--- config.mk ---
export PLATFORM = sky130hd
export DESIGN_NAME = matrix_operand_loader_flat
export DESIGN_NICKNAME = d
export VERILOG_FILES = /design/src/rtl/matrix_operand_loader_if.sv /design/src/rtl/matrix_operand_loader.sv /design/src/flat_wrapper.sv
export SDC_FILE = /design/constraint.sdc
export NUM_CORES = 1
export LEC_CHECK = 0
export ABC_CLOCK_PERIOD_IN_PS = 3800
export CAP_MARGIN = 30
export CORE_MARGIN = 2
export CORE_UTILIZATION = 38
export CTS_BUF_LIST = sky130_fd_sc_hd__clkbuf_2
export DETAILED_ROUTE_END_ITERATION = 6
export PLACE_DENSITY = 0.75
export SETUP_SLACK_MARGIN = 0.3
export SLEW_MARGIN = 20
export SYNTH_ARGS = -nofsm -noshare
export SYNTH_HDL_FRONTEND = slang
export SYNTH_SLANG_ARGS = --single-unit
--- constraint.sdc ---
create_clock -name clk -period 3.8 [get_ports clk]
set_input_delay 1.14 -clock clk [delete_from_list [all_inputs] [get_ports clk]]
set_output_delay 1.14 -clock clk [all_outputs]
set_load 0.05 [all_outputs]
--- src/rtl/matrix_operand_loader_if.sv ---
// Bundle between the element stream source, the operand loader and the multiplier.
// The master side feeds elements and accepts frames; the slave side is the loader.
interface matrix_operand_loader_if #(
   parameter int DATA_WIDTH = 8,
   parameter int ROWS_A     = 2,
   parameter int COLS_A     = 2,
   parameter int COLS_B     = 2
);
   logic [DATA_WIDTH-1:0]                          s_data;
   logic                                           s_valid;
   logic                                           s_last;
   logic                                           s_ready;
   logic [ROWS_A-1:0][COLS_A-1:0][DATA_WIDTH-1:0]  a;
   logic [COLS_A-1:0][COLS_B-1:0][DATA_WIDTH-1:0]  b;
   logic                                           mat_valid;
   logic                                           mat_ready;
   logic                                           frame_err;

   modport master (
      output s_data, s_valid, s_last, mat_ready,
      input  s_ready, a, b, mat_valid, frame_err
   );

   modport slave (
      input  s_data, s_valid, s_last, mat_ready,
      output s_ready, a, b, mat_valid, frame_err
   );
endinterface

--- src/rtl/matrix_operand_loader.sv ---
// Assembles a serial element stream into operand A then operand B for the matrix
// multiplier, holding the completed pair until the consumer takes it.
module matrix_operand_loader #(
   parameter int DATA_WIDTH = 8,
   parameter int ROWS_A     = 2,
   parameter int COLS_A     = 2,
   parameter int COLS_B     = 2
) (
   input logic                    clk,
   input logic                    rst,
   matrix_operand_loader_if.slave bus
);
   localparam int NA   = ROWS_A * COLS_A;
   localparam int NB   = COLS_A * COLS_B;
   localparam int MAXN = (NA > NB) ? NA : NB;
   localparam int IW   = $clog2(MAXN + 1);
   localparam logic [IW-1:0] LAST_A = IW'(NA - 1);
   localparam logic [IW-1:0] LAST_B = IW'(NB - 1);

   typedef enum logic [1:0] {LOAD_A, LOAD_B, FULL} state_t;

   state_t                                         r_state;
   state_t                                         w_nextState;
   logic [IW-1:0]                                  r_index;
   logic [IW-1:0]                                  w_nextIndex;
   logic                                           r_frameErr;
   logic                                           w_frameErrNext;
   logic                                           w_accept;
   logic [ROWS_A-1:0][COLS_A-1:0][DATA_WIDTH-1:0]  r_a;
   logic [COLS_A-1:0][COLS_B-1:0][DATA_WIDTH-1:0]  r_b;

   // Ready depends only on registered state, so no path from mat_ready or s_valid.
   assign w_accept      = bus.s_valid && (r_state != FULL);
   assign bus.s_ready   = (r_state != FULL);
   assign bus.mat_valid = (r_state == FULL);
   assign bus.frame_err = r_frameErr;
   assign bus.a         = r_a;
   assign bus.b         = r_b;

   always_ff @(posedge clk or posedge rst) begin
      if (rst) begin
         r_state    <= LOAD_A;
         r_index    <= '0;
         r_frameErr <= 1'b0;
      end else begin
         r_state    <= w_nextState;
         r_index    <= w_nextIndex;
         r_frameErr <= w_frameErrNext;
      end
   end

   always_comb begin
      w_nextState    = r_state;
      w_nextIndex    = r_index;
      w_frameErrNext = 1'b0;
      unique case (r_state)
         LOAD_A: begin
            if (w_accept) begin
               if (bus.s_last) begin
                  w_nextState    = LOAD_A;
                  w_nextIndex    = '0;
                  w_frameErrNext = 1'b1;
               end else if (r_index == LAST_A) begin
                  w_nextState = LOAD_B;
                  w_nextIndex = '0;
               end else begin
                  w_nextIndex = r_index + 1'b1;
               end
            end
         end
         LOAD_B: begin
            if (w_accept) begin
               // A missing s_last on the final element still delivers the frame.
               if (r_index == LAST_B) begin
                  w_nextState    = FULL;
                  w_nextIndex    = '0;
                  w_frameErrNext = !bus.s_last;
               end else if (bus.s_last) begin
                  w_nextState    = LOAD_A;
                  w_nextIndex    = '0;
                  w_frameErrNext = 1'b1;
               end else begin
                  w_nextIndex = r_index + 1'b1;
               end
            end
         end
         FULL: begin
            if (bus.mat_ready) begin
               w_nextState = LOAD_A;
               w_nextIndex = '0;
            end
         end
         default: begin
            w_nextState = LOAD_A;
            w_nextIndex = '0;
         end
      endcase
   end

   // Operand storage is never cleared except by reset; aborted elements stay written.
   always_ff @(posedge clk or posedge rst) begin
      if (rst) begin
         r_a <= '0;
         r_b <= '0;
      end else if (w_accept) begin
         if (r_state == LOAD_A) begin
            for (int k = 0; k < NA; k++) begin
               if (r_index == IW'(k)) r_a[k / COLS_A][k % COLS_A] <= bus.s_data;
            end
         end else if (r_state == LOAD_B) begin
            for (int k = 0; k < NB; k++) begin
               if (r_index == IW'(k)) r_b[k / COLS_B][k % COLS_B] <= bus.s_data;
            end
         end
      end
   end
endmodule

--- src/flat_wrapper.sv ---
// flat-port wrapper written by rule: the top's interface ports become plain ports
module matrix_operand_loader_flat 
#(
   parameter int DATA_WIDTH = 8,
   parameter int ROWS_A     = 2,
   parameter int COLS_A     = 2,
   parameter int COLS_B     = 2
)
  (clk, rst, bus_s_data, bus_s_valid, bus_s_last, bus_mat_ready, bus_s_ready, bus_a, bus_b, bus_mat_valid, bus_frame_err);
  matrix_operand_loader_if #(.DATA_WIDTH(DATA_WIDTH), .ROWS_A(ROWS_A), .COLS_A(COLS_A), .COLS_B(COLS_B)) bus_i ();
  input logic clk;
  input logic rst;
  input wire logic [$bits(bus_i.s_data)-1:0] bus_s_data;
  input wire logic [$bits(bus_i.s_valid)-1:0] bus_s_valid;
  input wire logic [$bits(bus_i.s_last)-1:0] bus_s_last;
  input wire logic [$bits(bus_i.mat_ready)-1:0] bus_mat_ready;
  output wire logic [$bits(bus_i.s_ready)-1:0] bus_s_ready;
  output wire logic [$bits(bus_i.a)-1:0] bus_a;
  output wire logic [$bits(bus_i.b)-1:0] bus_b;
  output wire logic [$bits(bus_i.mat_valid)-1:0] bus_mat_valid;
  output wire logic [$bits(bus_i.frame_err)-1:0] bus_frame_err;
  assign bus_i.s_data = bus_s_data;
  assign bus_i.s_valid = bus_s_valid;
  assign bus_i.s_last = bus_s_last;
  assign bus_i.mat_ready = bus_mat_ready;
  assign bus_s_ready = bus_i.s_ready;
  assign bus_a = bus_i.a;
  assign bus_b = bus_i.b;
  assign bus_mat_valid = bus_i.mat_valid;
  assign bus_frame_err = bus_i.frame_err;
  matrix_operand_loader #(.DATA_WIDTH(DATA_WIDTH), .ROWS_A(ROWS_A), .COLS_A(COLS_A), .COLS_B(COLS_B)) u_core (.clk(clk), .rst(rst), .bus(bus_i));
endmodule
# After elaboration in Yosys (flattened, before gate mapping)
# Index checks and enable logic that the tools add are counted.
[word_totals]
reg_bits = 70
input_bits = 13
out_inout_bits = 67
wordCells = 59
[classes]
n_addsub = 1
eq_ne = 11
muxes = 21
bitwise_logic = 1
reduce_logical = 14
[ops]
columns = ["cell", "n"]
rows = [
  ["$mux 3", 7],
  ["$reduce_and 4->1", 4],
  ["$reduce_and 3->1", 5],
  ["$mux 2", 7],
  ["$pmux 3 s3", 1],
  ["$eq 3x2->1 const B", 2],
  ["$ne 3x2->1 const B", 2],
  ["$pmux 2 s3", 1],
  ["$reduce_and 5->1", 1],
  ["$mux 1", 4],
  ["$ne 2x1->1 const B", 2],
  ["$ne 2x2->1 const B", 2],
  ["$add 3x1->3 const B", 1],
  ["$eq 3x1->1 const B", 1],
  ["$logic_not 3->1", 1],
  ["$eq 2x1->1 const B", 1],
  ["$eq 2x2->1 const B", 1],
  ["$logic_not 2->1", 1],
  ["$pmux 1 s2", 1],
  ["$logic_and 1x1->1", 1],
  ["$logic_not 1->1", 1],
  ["$not 1->1", 1],
]

# Longest topological paths before layout
# Gate-level depths: netlist (run 1).
[depth]
ltp_word = 5
ltp_mapped = 5
depth_no_buf = 5

# Worst setup path before layout (run 1)
# Ideal clock, no wire load.
[synth_timing]
kind = "register to output"
from = "register u_core.r_state[0]"
to = "output bus_mat_valid"
t_arrival_ns = 1.372
setup_slack_ns = 1.288
path_stages_with_launch = 4
cell_sequence = "dfrtp_1 -> buf_2 -> nand2b_1 -> inv_1"
[synth_via]
elab_chain_cells = 1
[synth_lines]
columns = ["element", "line", "rtl"]
rows = [
  ["from (decl)", "matrix_operand_loader.sv:22", "state_t r_state;"],
  ["from (signal assigned)", "matrix_operand_loader.sv:46", "r_state <= w_nextState;"],
  ["$eq 2x2->1", "matrix_operand_loader.sv:35", "assign bus.mat_valid = (r_state == FULL);"],
  ["to (decl)", "flat_wrapper.sv:20", "output wire logic [$bits(bus_i.mat_valid)-1:0] bus_mat_valid;"],
]
# Every way passes these cells.

# Worst setup path in the final report (run 1)
# Ends and elaborated chain as after synthesis.

==> results of run 1 <==
-- layout make-up --
cell class | count | area (µm²) | share of cell area
sequential | 70 | 1750 | 0.431
multi-input combinational | 102 | 1210 | 0.298
timing repair buffer | 81 | 818 | 0.201
tap | 102 | 128 | 0.0314
clock inverter | 7 | 88.8 | 0.0219
clock buffer | 9 | 45.0 | 0.0111
inverter | 5 | 18.8 | 0.00462
-- state kept, by name, summed over array words and instances (netlist names) --
register              flops
u_core.bus.a             32
u_core.bus.b             32
u_core.r_index            3
u_core.r_state            2
u_core.bus.frame_err      1
-- synthesized netlist by cell type, types with 2 or more instances --
cell type	n
dfrtp_1	70
mux2_4	48
mux2_2	16
and3_1	7
buf_6	6
ha_1	6
inv_1	5
nand2b_1	3
nand3_1	3
mux2i_1	2
nor2b_1	2
nor3b_1	2
-- stage by stage --
| step | utilization | hold slack, ps | worst slack [ps] | cell area (µm²) | std cells |
|---|---|---|---|---|---|
| 3_3_place_gp | 0.506 | 489 | 712 | 3930 | 360 |
| 3_5_place_dp | 0.506 | 492 | 690 | 3930 | 360 |
| 4_1_cts | 0.523 | 536 | 530 | 4060 | 376 |
| 2_1_floorplan | - | 542 | 892 | 3060 | 185 |
| 5_1_grt | 0.523 | 551 | 479 | 4060 | 376 |
| 6_report | 0.523 | 532 | 555 | 4060 | 376 |
-- layout by cell type (no fill, tap or decap), types with 3 or more instances in the layout --
cell type | synthesis | final
clkdlybuf4s50_1 | 0 | 79
dfrtp_1 | 70 | 70
mux2_4 | 48 | 48
mux2_2 | 16 | 16
clkbuf_2 | 0 | 9
and3_1 | 7 | 7
ha_1 | 6 | 6
inv_1 | 5 | 4
nand2b_1 | 3 | 3
nand3_1 | 3 | 3
-- worst min-delay path by stage --
stage                            from              endpoint  slack (ps)  depth (start not counted)
finish                u_core.bus.a[5]       u_core.bus.a[5]         530                          1
global route          u_core.bus.b[3]       u_core.bus.b[3]         550                          1
CTS                   u_core.bus.a[2]       u_core.bus.a[2]         540                          1
detailed placement   u_core.bus.a[21]      u_core.bus.a[21]         490                          1
global placement      u_core.bus.a[2]       u_core.bus.a[2]         490                          1
floorplan           u_core.r_state[1]  u_core.bus.frame_err         540                          1
-- worst register-to-register path: stages, from the launching register on --
cell,delay (ps)
dfrtp_1,450
inv_1,130
ha_1,190
and4bb_1,580
mux2_2,400
-- cell families after synthesis --
group / Yosys count
xor gates and xnor gates: 1
DFF: 70
and+or+nand+nor: 25
muxes: 66
adders and majority gates: 6
buffers and inverters: 13
AOI/OAI and AO/OA: 4
-- metal layers --
layer	wire, µm	share of wire	global-route usage	vias to the layer above
li1	-	-	-	821
met1	3180	0.48	0.228	898
met2	2890	0.44	0.233	54
met3	418	0.063	0.0474	11
met4	104	0.016	0.0652	0
met5	0	0	0	-
==> metrics.md, run 1 <==
| Metric | Value |
|---|---|
| Startpoint Class | register |
| Status | completed |
| DIE AREA | 8790 µm² |
| Ant. Diodes | 0 |
| Post-CTS sizing | 0 |
| Synthesis-to-layout area growth | 32.7% |
| Initial antenna violation count | 0 |
| Crit-path max cell delay | 790 ps |
| Post-synthesis sequential area ratio | 0.572 |
| Fraction of the mapped netlist area in compound gates | 0.0106 |
| Rows | 32 |
| Synth Instances | 185 |
| DRT antenna net count | 0 |
| Final wirelength | 6600 µm |
| Crit. Startpoint | u_core.r_state[0] |
| Die Y | 93.8 µm |
| CP endpoint kind | output port |
| DRT Pass-1 Iters | 4 |
| CTS H-tree depth | 3 |
| Nets | 288 |
| Largest net degree at the start of global routing | 37 |
| Maxcap violations | 0 |
| Worst hold path type | register to register |
| GPL Wtd Cong | 0.806 |
| Share of the synthesized area in the top cell type | 0.572 |
| Distinct cells, synth | 27 |
| Yosys reg bits | 70 |
| Slowest CP cell | clkdlybuf4s50_1 |
| XOR/XNOR Fraction of Synth Area | 0.00286 |
| Min Tclk post-route | 3240 ps |
| Final Setup Violations | 0 |
| DR vias/cell | 4.74 |
| # DRC | 0 |
| Max-slew headroom | 0.499 |
| CTS Root Cell | clkbuf_2 |
| CTS tree | done |
| Setup slack, reg-to-reg | 1940 ps |
| Req. time, crit path | 2660 ps |
| Synth warnings | 0 |
| Period utilization | 0.854 |
| Setup TNS | 0 ps |
| Worst skew pair latency | 510 ps |
| Worst flop-to-flop path endpoint | u_core.bus.a[4] |
| CTS Hold Bufs | 0 |
| Synth area leader | dfrtp_1 |
| CTS Buffer Depth | 2 |
| Cell Area, Synth | 3060 µm² |
| Asr flop ratio synth | 1.00 |
| CP Cell Sequence | nand2b_1 -> inv_1 -> clkdlybuf4s50_1 |
| Fin. max-slew vios | 0 |
| R2R Path Start | u_core.r_index[0] |
| Fill count | 668 |
| Layout cells sized above 1 | 0.307 |
| Max Freq | 308 MHz |
| Crit path arrival time | 2100 ps |
| Avg Cell Area, Syn | 16.5 µm² |
| All-Layer GR Usage | 0.162 |
| Hold Vio Cnt, Final | 0 |
| Wire per inst | 17.6 µm |
| First-pass GRT wire length | 10,500 µm |
| Slew of the pin with the lowest slew margin | 750 ps |
| Die width | 93.8 µm |
| GR Overflow Total | 0 |
| Post-Synth Simple-Gate Area | 0.0568 |
| Number of global-route vias before repair | 1,869 |
| Synthesized Nets | 204 |
| Buffers and inverters on the worst path | 2 |
| Ys flop type | dfrtp_1 |
| Mux share of post-synthesis cell area | 0.301 |
| Clock sink total | 70 |
| CORE AREA | 7770 µm² |
| Initial Util | 0.394 |
| Post-DP HPWL | 4540 µm |
| Clk slew on worst S/H paths | 190 ps |
| CP Class | register to output port |
| CP top delay family | buffers and inverters |
| Via count | 1,784 |
| Worst setup path endpoint | bus_mat_valid |
| CP Depth | 3 |
| CTS Buf Count | 9 |
| R2R depth | 4 |
| Crit path max fanout | 8 |
| Post-synth EDFFs | 0 |
| Post-synthesis adder-cell area fraction | 0.0245 |
| Io pins | 80 |
| Largest family of logic cells by synthesized area | multiplexers |
| I/O Buffers | 79 |
| RSZ-0062 raised after global routing | no |
| Starting DRT DRC Count | 64 |
| Clock Skews | 19.7 ps |
| Postcts setup bufs | 0 |
| Ranking of synthesized cells by area | dfrtp_1 (57%), mux2_4 (24%), mux2_2 (5.9%) |
Power of run 1 is not shown: default switching activity piles up to over one toggle a cycle in this logic, so the estimate is an artifact.
==> inputs of run 2 (changes only) <==
--- a/config.mk
+++ b/config.mk
@@ -7,11 +7,13 @@
 export LEC_CHECK = 0
 export ABC_CLOCK_PERIOD_IN_PS = 3800
 export CAP_MARGIN = 30
+export CORE_ASPECT_RATIO = 1.1
 export CORE_MARGIN = 2
 export CORE_UTILIZATION = 38
 export CTS_BUF_LIST = sky130_fd_sc_hd__clkbuf_2
 export DETAILED_ROUTE_END_ITERATION = 6
-export PLACE_DENSITY = 0.75
+export DONT_BUFFER_PORTS = 1
+export PLACE_DENSITY = 0.62
 export SETUP_SLACK_MARGIN = 0.3
 export SLEW_MARGIN = 20
 export SYNTH_ARGS = -nofsm -noshare
==> metrics.md, run 2 (synthesized netlist as in run 1, its figures left out) <==
| Metric | Value |
|---|---|
| DRT antenna net count | 0 (unchanged) |
| Max Freq | 321 MHz (was 308 MHz) |
| Crit path arrival time | 1970 ps (was 2100 ps) |
| GR Overflow Total | 0 (unchanged) |
| DIE AREA | 8790 µm² (about the same) |
| Startpoint Class | register (unchanged) |
| Io pins | 80 (unchanged) |
| Req. time, crit path | 2660 ps (about the same) |
| Starting DRT DRC Count | 28 (was 64) |
| Crit path max fanout | 8 (unchanged) |
| Rows | 34 (was 32) |
| Clk slew on worst S/H paths | 200 ps (was 190 ps) |
| Slew of the pin with the lowest slew margin | 763 ps (was 750 ps) |
| Grt met1 use | 0.185 (was 0.228) |
| Maxcap violations | 0 (unchanged) |
| Initial antenna violation count | 0 (unchanged) |
| Synthesis-to-layout area growth | 6.58% (was 32.7%) |
| Die Y | 98.1 µm (was 93.8 µm) |
| CP Class | register to output port (unchanged) |
| RSZ-0062 raised after global routing | no (unchanged) |
| First-pass GRT wire length | 9450 µm (was 10,500 µm) |
| Placed Instance Area | 3130 µm² (was 3930 µm²) |
| GPL Wtd Cong | 0.676 (was 0.806) |
| Clock Skews | 23.5 ps (was 19.7 ps) |
| Commonest non-fill, non-tap cell in the layout | dfrtp_1 (was clkdlybuf4s50_1) |
| Die width | 89.6 µm (was 93.8 µm) |
| Wire per inst | 20.6 µm (was 17.6 µm) |
| Ant. Diodes | 0 (unchanged) |
| Hold Vio Cnt, Final | 0 (unchanged) |
| R2R Path Start | u_core.r_state[0] (was u_core.r_index[0]) |
| Final Setup Violations | 0 (unchanged) |
| Setup slack, reg-to-reg | 1910 ps (was 1940 ps) |
| Setup TNS | 0 ps (unchanged) |
| DRT Pass-1 Iters | 4 (unchanged) |
| Min Tclk post-route | 3110 ps (was 3240 ps) |
| Post-DP HPWL | 4160 µm (was 4540 µm) |
| CTS H-tree depth | 3 (unchanged) |
| Fill count | 723 (was 668) |
| Worst hold path type | input port to asynchronous set/reset pin (was register to register) |
| Met3 Resource Use GR | 0.0710 (was 0.0474) |
| Worst flop-to-flop path endpoint | u_core.bus.b[29] (was u_core.bus.a[4]) |
| Reg area | 1750 µm² (unchanged) |
| Initial Util | 0.389 (was 0.394) |
| # DRC | 0 (unchanged) |
| All-Layer GR Usage | 0.148 (was 0.162) |
| Final wirelength | 6210 µm (was 6600 µm) |
| CP endpoint kind | output port (unchanged) |
| Nets | 209 (was 288) |
| Max-slew headroom | 0.491 (was 0.499) |
| Crit-path max cell delay | 510 ps (was 790 ps) |
| Gr busiest metal | met2 (unchanged) |
| CTS Root Cell | clkbuf_2 (unchanged) |
| Met2 Usage GRT | 0.225 (was 0.233) |
| R2R depth | 3 (was 4) |
| CTS tree | done (unchanged) |
| CORE AREA | 7870 µm² (was 7770 µm²) |
| Fin area | 3260 µm² (was 4060 µm²) |
| Worst skew pair latency | 510 ps (about the same) |
| I/O Buffers | 0 (was 79) |
| DR vias/cell | 4.97 (was 4.74) |
| Number of global-route vias before repair | 1,588 (was 1,869) |
| Period utilization | 0.820 (was 0.854) |
| Fin. max-slew vios | 0 (unchanged) |
| Slowest CP cell | dfrtp_1 (was clkdlybuf4s50_1) |
| Post-CTS sizing | 0 (unchanged) |
| CTS Buffer Depth | 2 (unchanged) |
| Via count | 1,501 (was 1,784) |
| CTS Hold Bufs | 0 (unchanged) |
| CTS Buf Count | 9 (unchanged) |
| Footprint of the multi-input gates | 1210 µm² (unchanged) |
| Clock sink total | 70 (unchanged) |
| CP Cell Sequence | nand2b_1 -> inv_1 (was nand2b_1 -> inv_1 -> clkdlybuf4s50_1) |
| Status | completed (unchanged) |
| Postcts setup bufs | 0 (unchanged) |
| Largest net degree at the start of global routing | 36 (was 37) |
| Most frequent cells in the layout | dfrtp_1 (70), mux2_4 (48), mux2_2 (16), clkbuf_2 (9), and3_1 (7) (was clkdlybuf4s50_1 (79), dfrtp_1 (70), mux2_4 (48), mux2_2 (16), clkbuf_2 (9)) |
| Layout cells sized above 1 | 0.438 (was 0.307) |
[run 2: critical path: cells and delay by family (launching register included)]
kind,cells,cell delay [ps]
buffers and inverters,1,480
flip-flops,1,510
AND/OR/NAND/NOR,1,470
[run 2: layout make-up]
| class | count | area share |
|---|---|---|
| repair buffers | 2 | 0.00460 |
| clock buffers | 9 | 0.0138 |
| well taps | 108 | 0.0414 |
| flip-flops and latches | 70 | 0.537 |
| inverters | 5 | 0.00575 |
| multi-input cells | 102 | 0.371 |
| clock inverters | 6 | 0.0265 |
[run 2: metrics by stage]
| step | worst slack [ps] | utilization | std cells | hold WS [ps] |
|---|---|---|---|---|
| 4_1_cts | 639 | 0.415 | 302 | 577 |
| 3_5_place_dp | 1270 | 0.398 | 287 | 601 |
| 6_report | 685 | 0.415 | 302 | 602 |
| 3_3_place_gp | 1290 | 0.398 | 287 | 578 |
| 5_1_grt | 553 | 0.415 | 302 | 569 |
| 2_1_floorplan | 892 | - | 185 | 542 |
[run 2: routing by layer]
metal,up-vias,routed length [µm]
li1,664,-
met1,776,2560
met2,56,3040
met3,5,558
met4,0,48
met5,-,0
[run 2: how the worst max path moves through the flow]
stage,start,end,slack [ps],cells past startpoint
2_1_floorplan,rst,u_core.bus.a[0],890,1
3_3_place_gp,u_core.r_state[0],bus_mat_valid,1290,2
3_5_place_dp,u_core.r_state[0],bus_mat_valid,1270,2
4_1_cts,u_core.r_state[0],bus_mat_valid,640,2
5_1_grt,u_core.r_state[0],bus_mat_valid,550,2
6_report,u_core.r_state[0],bus_mat_valid,690,2
Power of run 2 is left out for the same reason.
==> inputs of run 3 (changes only) <==
--- a/config.mk
+++ b/config.mk
@@ -5,7 +5,7 @@
 export SDC_FILE = /design/constraint.sdc
 export NUM_CORES = 1
 export LEC_CHECK = 0
-export ABC_CLOCK_PERIOD_IN_PS = 3800
+export ABC_CLOCK_PERIOD_IN_PS = 3000
 export CAP_MARGIN = 30
 export CORE_ASPECT_RATIO = 1.1
 export CORE_MARGIN = 2
==> constraint.sdc (replaced) <==
create_clock -name clk -period 3 [get_ports clk]
set_input_delay 0.9 -clock clk [delete_from_list [all_inputs] [get_ports clk]]
set_output_delay 0.9 -clock clk [all_outputs]
set_load 0.05 [all_outputs]
==> metrics.md, run 3 (synthesized netlist as in run 1, its figures left out) <==
| Metric | Value |
|---|---|
| Io pins | 80 (unchanged) |
| RSZ-0062 raised after global routing | no (unchanged) |
| Ant. Diodes | 0 (unchanged) |
| First-pass GRT wire length | 9520 µm (was 9450 µm) |
| GR Overflow Total | 0 (unchanged) |
| Nets | 210 (was 209) |
| Final wirelength | 6330 µm (was 6210 µm) |
| Initial Util | 0.389 (unchanged) |
| Layout cells sized above 1 | 0.454 (was 0.438) |
| Startpoint Class | register (unchanged) |
| Initial antenna violation count | 0 (unchanged) |
| Die width | 89.6 µm (unchanged) |
| Post-DP HPWL | 4230 µm (was 4160 µm) |
| DIE AREA | 8790 µm² (unchanged) |
| CP Class | register to output port (unchanged) |
| Max Freq | 395 MHz |
| Placed Instance Area | 3150 µm² (was 3130 µm²) |
| Hold Vio Cnt, Final | 0 (unchanged) |
| Rows | 34 (unchanged) |
| Post-CTS sizing | 0 (unchanged) |
| Synthesis-to-layout area growth | 6.95% (was 6.58%) |
| Max-slew headroom | 0.505 (was 0.491) |
| Wire per inst | 20.8 µm (was 20.6 µm) |
| Most frequent cells in the layout | dfrtp_1 (69), mux2_4 (48), mux2_2 (16), clkbuf_2 (9), and3_1 (7) (was dfrtp_1 (70), mux2_4 (48), mux2_2 (16), clkbuf_2 (9), and3_1 (7)) |
| CTS tree | done (unchanged) |
| Slew of the pin with the lowest slew margin | 743 ps (was 763 ps) |
| DRT Pass-1 Iters | 3 (was 4) |
| CP endpoint kind | output port (unchanged) |
| Period utilization | 0.843 |
| Crit path max fanout | 9 (was 8) |
| DRT antenna net count | 0 (unchanged) |
| Clk slew on worst S/H paths | 220 ps (was 200 ps) |
| Number of global-route vias before repair | 1,577 (was 1,588) |
| Fin. max-slew vios | 0 (unchanged) |
| Setup TNS | 0 ps (unchanged) |
| Via count | 1,495 (was 1,501) |
| Worst skew pair latency | 500 ps (was 510 ps) |
| CP Cell Sequence | nand2b_1 -> buf_4 -> clkinvlp_4 (was nand2b_1 -> inv_1) |
| Maxcap violations | 0 (unchanged) |
| Buffers and inverters on the worst path | 2 (was 1) |
| CP top delay family | flip-flops (unchanged) |
| CTS Buf Count | 9 (unchanged) |
| # DRC | 0 (unchanged) |
| Status | completed (unchanged) |
| Commonest non-fill, non-tap cell in the layout | dfrtp_1 (unchanged) |
| GPL Wtd Cong | 0.733 (was 0.676) |
| Crit path arrival time | 1630 ps (was 1970 ps) |
| Clock Skews | 31.1 ps (was 23.5 ps) |
| Fin area | 3270 µm² (was 3260 µm²) |
| Final Setup Violations | 0 (unchanged) |
| CTS H-tree depth | 3 (unchanged) |
| Fill count | 712 (was 723) |
| CORE AREA | 7870 µm² (unchanged) |
| DR vias/cell | 4.92 (was 4.97) |
| Largest net degree at the start of global routing | 54 (was 36) |
| Slowest CP cell | dfrtp_1 (unchanged) |
| Starting DRT DRC Count | 40 (was 28) |
| Min Tclk post-route | 2530 ps |
| Worst hold path type | input port to asynchronous set/reset pin (unchanged) |
| Die Y | 98.1 µm (unchanged) |
| CTS Root Cell | clkbuf_2 (unchanged) |
| Clock sink total | 70 (unchanged) |
| Crit-path max cell delay | 520 ps (was 510 ps) |
| All-Layer GR Usage | 0.150 (was 0.148) |
| I/O Buffers | 0 (unchanged) |
| CTS Hold Bufs | 0 (unchanged) |
| Postcts setup bufs | 0 (unchanged) |
| Req. time, crit path | 2100 ps (was 2660 ps) |
| CTS Buffer Depth | 2 (unchanged) |
run 3: routing by layer:
| layer | track usage | vias to the layer above | share of wire |
|---|---|---|---|
| met4 | 0.0723 | 0 | 0.018 |
| met2 | 0.226 | 51 | 0.48 |
| met1 | 0.191 | 764 | 0.43 |
| met5 | 0 | - | 0 |
| met3 | 0.0524 | 11 | 0.080 |
| li1 | - | 669 | - |
run 3: path summary, 6_finish.rpt:
path                                   start              endpoint  slack (ps)  cells after the start
max                        u_core.r_state[1]         bus_mat_valid         470                      3
min                                      rst       u_core.bus.b[1]         240                      1
max reg2reg                u_core.r_state[1]      u_core.bus.a[31]        1110                      3
min reg2reg                u_core.r_state[1]  u_core.bus.frame_err         640                      1
max in group asynchronous                rst      u_core.bus.b[12]        2110                      2
min in group clk               bus_mat_ready     u_core.r_state[1]         480                      1
run 3: per-stage QoR:
step / hold slack [ps] / setup WS (ps) / utilization / instances
2_1_floorplan: 542 / 332 / - / 185
3_3_place_gp: 604 / 774 / 0.400 / 288
3_5_place_dp: 606 / 766 / 0.400 / 288
4_1_cts: 202 / 318 / 0.415 / 304
5_1_grt: 202 / 356 / 0.416 / 304
6_report: 243 / 471 / 0.416 / 304
run 3: area by class of cell:
cell class                      count  area (µm²)  share of cell area
Clock inverter                      7        72.6              0.0222
Clock buffer                        9        45.0              0.0138
Sequential cell                    70        1750               0.535
Inverter                            5        22.5             0.00688
Tap cell                          108         135              0.0413
Timing Repair Buffer                3        35.0              0.0107
Multi-Input combinational cell    102        1210               0.370
Power of run 3 is left out for the same reason.
